**src/rtl/armleocpu_ptw_rr.sv**
```systemverilog
// Sv32 page table walker shared by CHANNELS TLB clients through a round-robin arbiter.
// One walk is in flight at a time over a read-only Avalon-MM master.
module armleocpu_ptw_rr #(
    parameter int CHANNELS = 2,
    parameter int PA_WIDTH = 34
) (
    input  logic                     clk,
    input  logic                     rst,

    output logic [PA_WIDTH-1:0]      avl_address,
    output logic                     avl_read,
    input  logic [31:0]              avl_readdata,
    input  logic                     avl_readdatavalid,
    input  logic                     avl_waitrequest,
    input  logic [1:0]               avl_response,

    input  logic [CHANNELS-1:0]      req_valid,
    input  logic [20*CHANNELS-1:0]   req_vpn,
    output logic [CHANNELS-1:0]      req_ready,

    output logic                     resp_valid,
    output logic [CHANNELS-1:0]      resp_channel,
    output logic                     resp_pagefault,
    output logic                     resp_accessfault,
    output logic [7:0]               resp_access_bits,
    output logic [21:0]              resp_ppn,
    output logic                     resp_megapage,

    input  logic                     satp_mode,
    input  logic [21:0]              satp_ppn
);

    localparam int PTR_W = (CHANNELS > 1) ? $clog2(CHANNELS) : 1;

    typedef enum logic [1:0] {IDLE, ISSUE, WAIT, RESP} state_t;

    state_t              state;
    state_t              state_next;

    logic [PTR_W-1:0]    ptr;
    logic [PTR_W-1:0]    ptr_next;
    logic [PTR_W-1:0]    grant_idx;
    logic [PTR_W-1:0]    cand;
    logic                grant_any;
    logic [CHANNELS-1:0] grant_onehot;
    logic [19:0]         grant_vpn;
    logic                accept;

    logic [19:0]         vpn;
    logic [21:0]         base;
    logic                level;
    logic [CHANNELS-1:0] chan;

    logic                res_pf;
    logic                res_af;
    logic [7:0]          res_bits;
    logic [21:0]         res_ppn;
    logic                res_mega;

    logic [33:0]         addr_full;
    logic                pte_v, pte_r, pte_w, pte_x, pte_u, pte_a, pte_d;
    logic                pte_leaf;
    logic                pte_done;
    logic                walk_af, walk_pf, walk_ok, walk_descend;
    logic [21:0]         leaf_ppn;
    logic                unused_bits;

    // Round-robin scan: first valid channel at or after ptr, wrapping
    always_comb begin
        grant_any = 1'b0;
        grant_idx = '0;
        cand      = '0;
        for (int k = 0; k < CHANNELS; k++) begin
            cand = PTR_W'((int'(ptr) + k) % CHANNELS);
            if (!grant_any && req_valid[cand]) begin
                grant_any = 1'b1;
                grant_idx = cand;
            end
        end
    end

    always_comb begin
        grant_onehot = '0;
        grant_vpn    = '0;
        for (int i = 0; i < CHANNELS; i++) begin
            if (grant_any && (grant_idx == PTR_W'(i))) begin
                grant_onehot[i] = 1'b1;
                grant_vpn       = req_vpn[i*20 +: 20];
            end
        end
    end

    always_comb begin
        ptr_next = '0;
        if (int'(grant_idx) + 1 < CHANNELS) begin
            ptr_next = grant_idx + 1'b1;
        end
    end

    assign accept = (state == IDLE) && grant_any;

    assign addr_full = {base, (level ? vpn[19:10] : vpn[9:0]), 2'b00};

    assign pte_v    = avl_readdata[0];
    assign pte_r    = avl_readdata[1];
    assign pte_w    = avl_readdata[2];
    assign pte_x    = avl_readdata[3];
    assign pte_u    = avl_readdata[4];
    assign pte_a    = avl_readdata[6];
    assign pte_d    = avl_readdata[7];
    assign pte_leaf = pte_r | pte_x;
    assign pte_done = (state == WAIT) && avl_readdatavalid;

    // A level-1 leaf is a megapage: low PPN half comes from the VPN
    assign leaf_ppn = level ? {avl_readdata[31:20], vpn[9:0]} : avl_readdata[31:10];

    assign unused_bits = ^{avl_readdata[9:8], addr_full};

    // PTE classification, first match wins
    always_comb begin
        walk_af      = 1'b0;
        walk_pf      = 1'b0;
        walk_ok      = 1'b0;
        walk_descend = 1'b0;
        if (avl_response != 2'b00) begin
            walk_af = 1'b1;
        end else if (!pte_v || (!pte_r && pte_w)) begin
            walk_pf = 1'b1;
        end else if (pte_leaf && !pte_a) begin
            walk_pf = 1'b1;
        end else if (pte_leaf && level && (avl_readdata[19:10] != 10'd0)) begin
            walk_pf = 1'b1;
        end else if (pte_leaf) begin
            walk_ok = 1'b1;
        end else if (!level) begin
            walk_pf = 1'b1;
        end else if (pte_d || pte_a || pte_u) begin
            walk_pf = 1'b1;
        end else begin
            walk_descend = 1'b1;
        end
    end

    always_ff @(posedge clk) begin
        if (rst) begin
            state <= IDLE;
        end else begin
            state <= state_next;
        end
    end

    always_comb begin
        state_next = state;
        case (state)
            IDLE:  if (accept) state_next = satp_mode ? ISSUE : RESP;
            ISSUE: if (!avl_waitrequest) state_next = WAIT;
            WAIT:  if (avl_readdatavalid) state_next = walk_descend ? ISSUE : RESP;
            RESP:  state_next = IDLE;
            default: state_next = IDLE;
        endcase
    end

    always_ff @(posedge clk) begin
        if (rst) begin
            ptr      <= '0;
            vpn      <= '0;
            base     <= '0;
            level    <= 1'b0;
            chan     <= '0;
            res_pf   <= 1'b0;
            res_af   <= 1'b0;
            res_bits <= '0;
            res_ppn  <= '0;
            res_mega <= 1'b0;
        end else if (accept) begin
            ptr      <= ptr_next;
            vpn      <= grant_vpn;
            base     <= satp_ppn;
            level    <= 1'b1;
            chan     <= grant_onehot;
            res_pf   <= 1'b0;
            res_af   <= 1'b0;
            res_mega <= 1'b0;
            // Bare mode: identity mapping with full permissions, answered without a walk
            res_ppn  <= satp_mode ? 22'd0 : {2'b00, grant_vpn};
            res_bits <= satp_mode ? 8'h00 : 8'hCF;
        end else if (pte_done) begin
            if (walk_descend) begin
                base  <= avl_readdata[31:10];
                level <= 1'b0;
            end else begin
                res_af   <= walk_af;
                res_pf   <= walk_pf;
                res_ppn  <= walk_ok ? leaf_ppn : 22'd0;
                res_bits <= walk_ok ? avl_readdata[7:0] : 8'h00;
                res_mega <= walk_ok && level;
            end
        end
    end

    always_comb begin
        avl_read         = 1'b0;
        avl_address      = '0;
        req_ready        = '0;
        resp_valid       = 1'b0;
        resp_channel     = '0;
        resp_pagefault   = 1'b0;
        resp_accessfault = 1'b0;
        resp_access_bits = '0;
        resp_ppn         = '0;
        resp_megapage    = 1'b0;
        if (!rst) begin
            case (state)
                IDLE: req_ready = grant_onehot;
                ISSUE: begin
                    avl_read    = 1'b1;
                    avl_address = addr_full[PA_WIDTH-1:0];
                end
                RESP: begin
                    resp_valid       = 1'b1;
                    resp_channel     = chan;
                    resp_pagefault   = res_pf;
                    resp_accessfault = res_af;
                    resp_access_bits = res_bits;
                    resp_ppn         = res_ppn;
                    resp_megapage    = res_mega;
                end
                default: ;
            endcase
        end
    end

endmodule

```
**config.mk**
```make
export PLATFORM = sky130hd
export DESIGN_NAME = armleocpu_ptw_rr
export DESIGN_NICKNAME = d
export VERILOG_FILES = /design/src/rtl/armleocpu_ptw_rr.sv
export SDC_FILE = /design/constraint.sdc
export NUM_CORES = 1
export LEC_CHECK = 0
export CELL_PAD_IN_SITES_DETAIL_PLACEMENT = 0
export CELL_PAD_IN_SITES_GLOBAL_PLACEMENT = 2
export CORE_MARGIN = 2
export CORE_UTILIZATION = 26
export DETAILED_ROUTE_END_ITERATION = 10
export GPL_ROUTABILITY_DRIVEN = 1
export PLACE_DENSITY_LB_ADDON = 0.3
export SYNTH_ARGS = -nofsm -noshare
export SYNTH_HDL_FRONTEND = slang
export SYNTH_SLANG_ARGS = --single-unit
export TNS_END_PERCENT = 100
```
**constraint.sdc**
```tcl
create_clock -name clk -period 3.51 [get_ports clk]
set_input_delay 0.702 -clock clk [delete_from_list [all_inputs] [get_ports clk]]
set_output_delay 0.702 -clock clk [all_outputs]
set_load 0.02 [all_outputs]
```
* Word level (Yosys, flattened, before mapping)
Index checks and enable logic that the tools add are counted.
** Operators by class
- $add $sub $neg :: 3
- Order comparisons :: 3
- Equal/unequal tests :: 7
- Mux-type cells :: 77
- Bitwise operators :: 3
- Reductions and logical operators :: 27
** Operators with widths (number)
- $mux W22 :: 9
- $mux W34 :: 2
- $mux W20 :: 3
- $mux W8 :: 7
- $mux W1 :: 44
- $mux W10 :: 2
- $mux W2 :: 9
- $logic_and A1 B1 Y1 :: 10
- $reduce_bool A10 Y1 :: 1
- $ne A2 B2 Y1 const B :: 4
- $pmux W2 S4 :: 1
- $reduce_and A2 Y1 :: 3
- $reduce_bool A2 Y1 :: 3
- $eq A2 B2 Y1 const B :: 2
- $logic_not A1 Y1 :: 4
- $lt A1 B2 Y1 const B :: 2
- $logic_or A1 B1 Y1 :: 3
- $reduce_and A3 Y1 :: 1
- $add A1 B1 Y1 const B :: 2
- $add A1 B1 Y2 const B :: 1
- $eq A2 B1 Y1 const B :: 1
- $logic_not A2 Y1 :: 1
- $lt A2 B2 Y1 const B :: 1
- $not A1 Y1 :: 2
- other kinds (2) :: 2
** Storage, ports and cells
- Register bits :: 81
- Input bits :: 103
- Output and inout port bits :: 73
- Logic and storage cells :: 131

* Depth between registers and ports, before layout
Gate-level depths: netlist of run 1.
- Word-level depth :: 12
- Depth in mapped cells :: 7
- Depth with buffers taken out :: 5

* Least setup slack after synthesis of run 1
Ideal clock, no wire load.
- Path type :: input -> output
- Start :: input rst
- End :: output avl_address[24]
- Arrival :: 2053 ps
- Path slack :: 755 ps
- Cell stages on the path :: 5
- Buffers on the path :: 2
- Cells stage by stage :: clkbuf_1 or3b_2 inv_1 clkbuf_1 and2_1
** On the way
- Longest elaborated chain between the ends :: 1
** Ends and longest elaborated chain
- start: declaration :: line 8 : input logic rst,
- $mux W34 :: line 212 : if (!rst) begin
- end: declaration :: line 10 : output logic [PA_WIDTH-1:0] avl_address,
No other way between the ends.

* Worst setup path in the final report of run 1
- Start :: input rst
- End :: output avl_address[19]
Same word-level chain as after synthesis.

==> flow_summary.toml, run 1 <==
[die]
ios = 176
die_y_um = 133
coreArea_um2 = 16400
row_count = 47
fp.dieW_um = 133
initial_core_util_pct = 26.2
die_area_um2 = 17600

[sta]
setup_viol = 0
max_freq_mhz = 318
relSlewSlack_pct = 33.5
hold_viol = 0
setup_slack_ps = 361
setup_tns_ps = 0
maxSlewViolCount = 0
finalCritPeriodShare_pct = 89.7
finClkSkew_ps = 7.37
fin_crit_ps = 3150
tightest_slew_ps = 997
rsz0062_at_grt = "false"

[job]
drv_cap = 0

[yosys]
synth.distinct_cells = 44
ys_seq_elements = 81
avgSynthCellArea_um2 = 8.08
synth_compound_area_share_pct = 24.1
synthXorXnorAreaFrac_pct = 0
synth-simple-area-share_pct = 25.6
synth_top_area_share_pct = 37.7
ys_seq_area_share_pct = 37.7
synth_top_family_by_area = "simple AND/OR/NAND/NOR gates"
synth_area_um2 = 4310
yosys.area_share.adder_pct = 0
yosysWarnings = 0
netlist_top_cells_area = "dfxtp_1 (38%), and2_1 (8.6%), nor2_1 (7.8%)"
syn_inst = 533
synth.area.mux_share_pct = 5.06
synth_largest_area_cell = "dfxtp_1"

[detailed_routing]
wl_per_cell_um = 17.2
drtAntennaViolNets = 0
initialDrtViolationCount = 241
via_per_inst = 4.87
drc = 0
first_pass_iters = 5
vias = 4412
wirelength_mm = 15.6

[status]
outcome = "finished clean"

[clock_tree]
cts_buffer_depth = 2
cts_tree = "done"
postCtsSetupBuffers = 0
ctsHoldBuffers = 0
htree_levels = 3
cts_root_buf = "clkbuf_16"
cts_buffers = 9
cts.sinks = 81
clock_latency_ps = 340
clk_pin_slew_ps = 60
post_cts_resized = 0

[cells_and_area]
fin_cells = 906
final_util_pct = 40.0
nNetsFinal = 786
drive_above_1_share_pct = 7.29
antennaDiodeCount = 0
area_delta_synth_final_pct = 52.6
fillers = 1653

[global_route]
grt_max_degree = 76
grt_pass1_wl_mm = 24.1
grt_overflow = 0
grt_use_total_pct = 17.7
grt_pass1_vias = 4265
antenna_found_initial = 0

[setup_path]
path_buf_inv = 4
crit_path_max_incr_delay_ps = 600
cp_data_arrival_time_ps = 2450
cp_cell_sequence = "buf_2 -> or3b_2 -> inv_1 -> buf_4 -> and2_1 -> clkdlybuf4s50_1"
worst_path_max_delay_cell = "clkdlybuf4s50_1"
cp-end-kind = "primary output"
cp_top_family = "buffers and inverters"
critical_path.startpoint_type = "primary input"
cp.required_ps = 2810
crit_type = "in2out"
crit_fanout = 23

[placed_design]
placed_cells = 892
gp_congestion = 0.810
numPortBuffers = 171
dpl.hpwl_mm = 11.5
place_ws_ps = 329

[pwr]
p_leak_nw = 2.37
power_density_nw_per_um2 = 442
ir_drop_mv = 0.233
power_mw = 2.90

[hold_path]
worstHoldPathType = "reg2reg"
[power breakdown]
part | internal (mW) | total (mW) | switching [mW]
combinational | 0.333 | 0.716 | 0.383
clock | 0.707 | 1.07 | 0.366
sequential | 1.05 | 1.11 | 0.0670
[logic make-up (layout without fill, tap and decap cells)]
group | Yosys count | after routing
AO/OA/AOI/OAI | 130 | 130
buffers and inverters | 73 | 225
flip-flops | 81 | 81
multiplexers | 21 | 21
other | 1 | 2
AND/OR/NAND/NOR | 227 | 227
[area by class of cell]
| type | instances | area, µm² | share of cell area [%] |
|---|---|---|---|
| timing repair buffer | 192 | 1880 | 28.6 |
| sequential | 81 | 1620 | 24.7 |
| clock inverter | 3 | 90.1 | 1.37 |
| inverter | 19 | 71.3 | 1.09 |
| multi-input combinational | 380 | 2390 | 36.4 |
| tap | 220 | 275 | 4.19 |
| clock buffer | 11 | 243 | 3.70 |
[worst min-delay path: stages, from the launching register on]
cell and delay (ps):
dfxtp_1 300, inv_1 50, a21oi_1 50
[cell usage after synthesis (all sizes together)]
master / instances
a221o: 4
a21o: 2
nor3: 5
or2: 1
o21ai: 6
nor2b: 4
mux2i: 15
nor2: 90
nand3b: 1
and3b: 2
a211oi: 38
a221oi: 16
a21oi: 7
a32oi: 24
nand3: 3
clkbuf: 41
or3: 2
and4b: 1
mux2: 6
or3b: 1
nand2: 47
or4: 3
a31oi: 4
a2bb2oi: 1
conb: 1
nor4: 5
a21boi: 1
dfxtp: 81
nor4bb: 1
buf: 13
o31a: 4
o211ai: 1
and2: 59
nand2b: 2
inv: 19
a311oi: 22
[layout by cell type, fill, tap and decap left out, types with 2 or more instances in the layout]
cell type          n
a211oi_1          38
a31oi_1            4
nor2b_1            4
a221oi_1          16
mux2_2             6
a21oi_1            6
a21o_1             2
o31a_1             4
nand3_1            3
a32oi_1           24
nor2_1            90
clkbuf_16          9
nand2_1           47
a221o_1            4
conb_1             2
mux2i_1           15
bufinv_16          3
clkdlybuf4s50_1  170
nor3_1             3
inv_1             19
a311oi_1          22
nand2b_1           2
buf_4             20
o21ai_0            4
and3b_1            2
dfxtp_1           81
nor4_1             4
and2_1            59
or4_1              3
[path summary, 6_finish.rpt]
check | from | end | slack (ps) | cells after the start
min reg2reg | res_af | res_af | 440 | 2
min | res_af | res_af | 440 | 2
max | rst | avl_address[19] | 360 | 6
max reg2reg | level | res_ppn[7] | 1310 | 7
[flip-flops by register name, indices dropped and copies added, names as in the netlist]
signal and cells:
res_pf 1, ptr 1, res_mega 1, res_ppn 22, base 22, res_af 1, chan 2, res_bits 8
level 1, state 2, vpn 20
[stage by stage]
step / hold WS, ps / instance area (µm²)
floorplan: 417 / 4310
global placement: 430 / 6240
detailed placement: 433 / 6240
CTS: 447 / 6570
global route: 455 / 6570
finish: 444 / 6570
[per-layer routing]
layer	GRT usage [%]	part of all wire [%]	vias to the layer above
met2	26.2	44	161
li1	-	-	2207
met1	25.0	48	2023
met3	3.79	6.6	21
met4	7.11	2.4	0
met5	0	0	-
Power figures use the tool's default switching activity.
==> run 2: changes to the inputs <==
Settings changed: CAP_MARGIN from default to 20.
==> results of run 2 <==
Same layout as run 1: the final DEF is identical, and so are final timing and power.
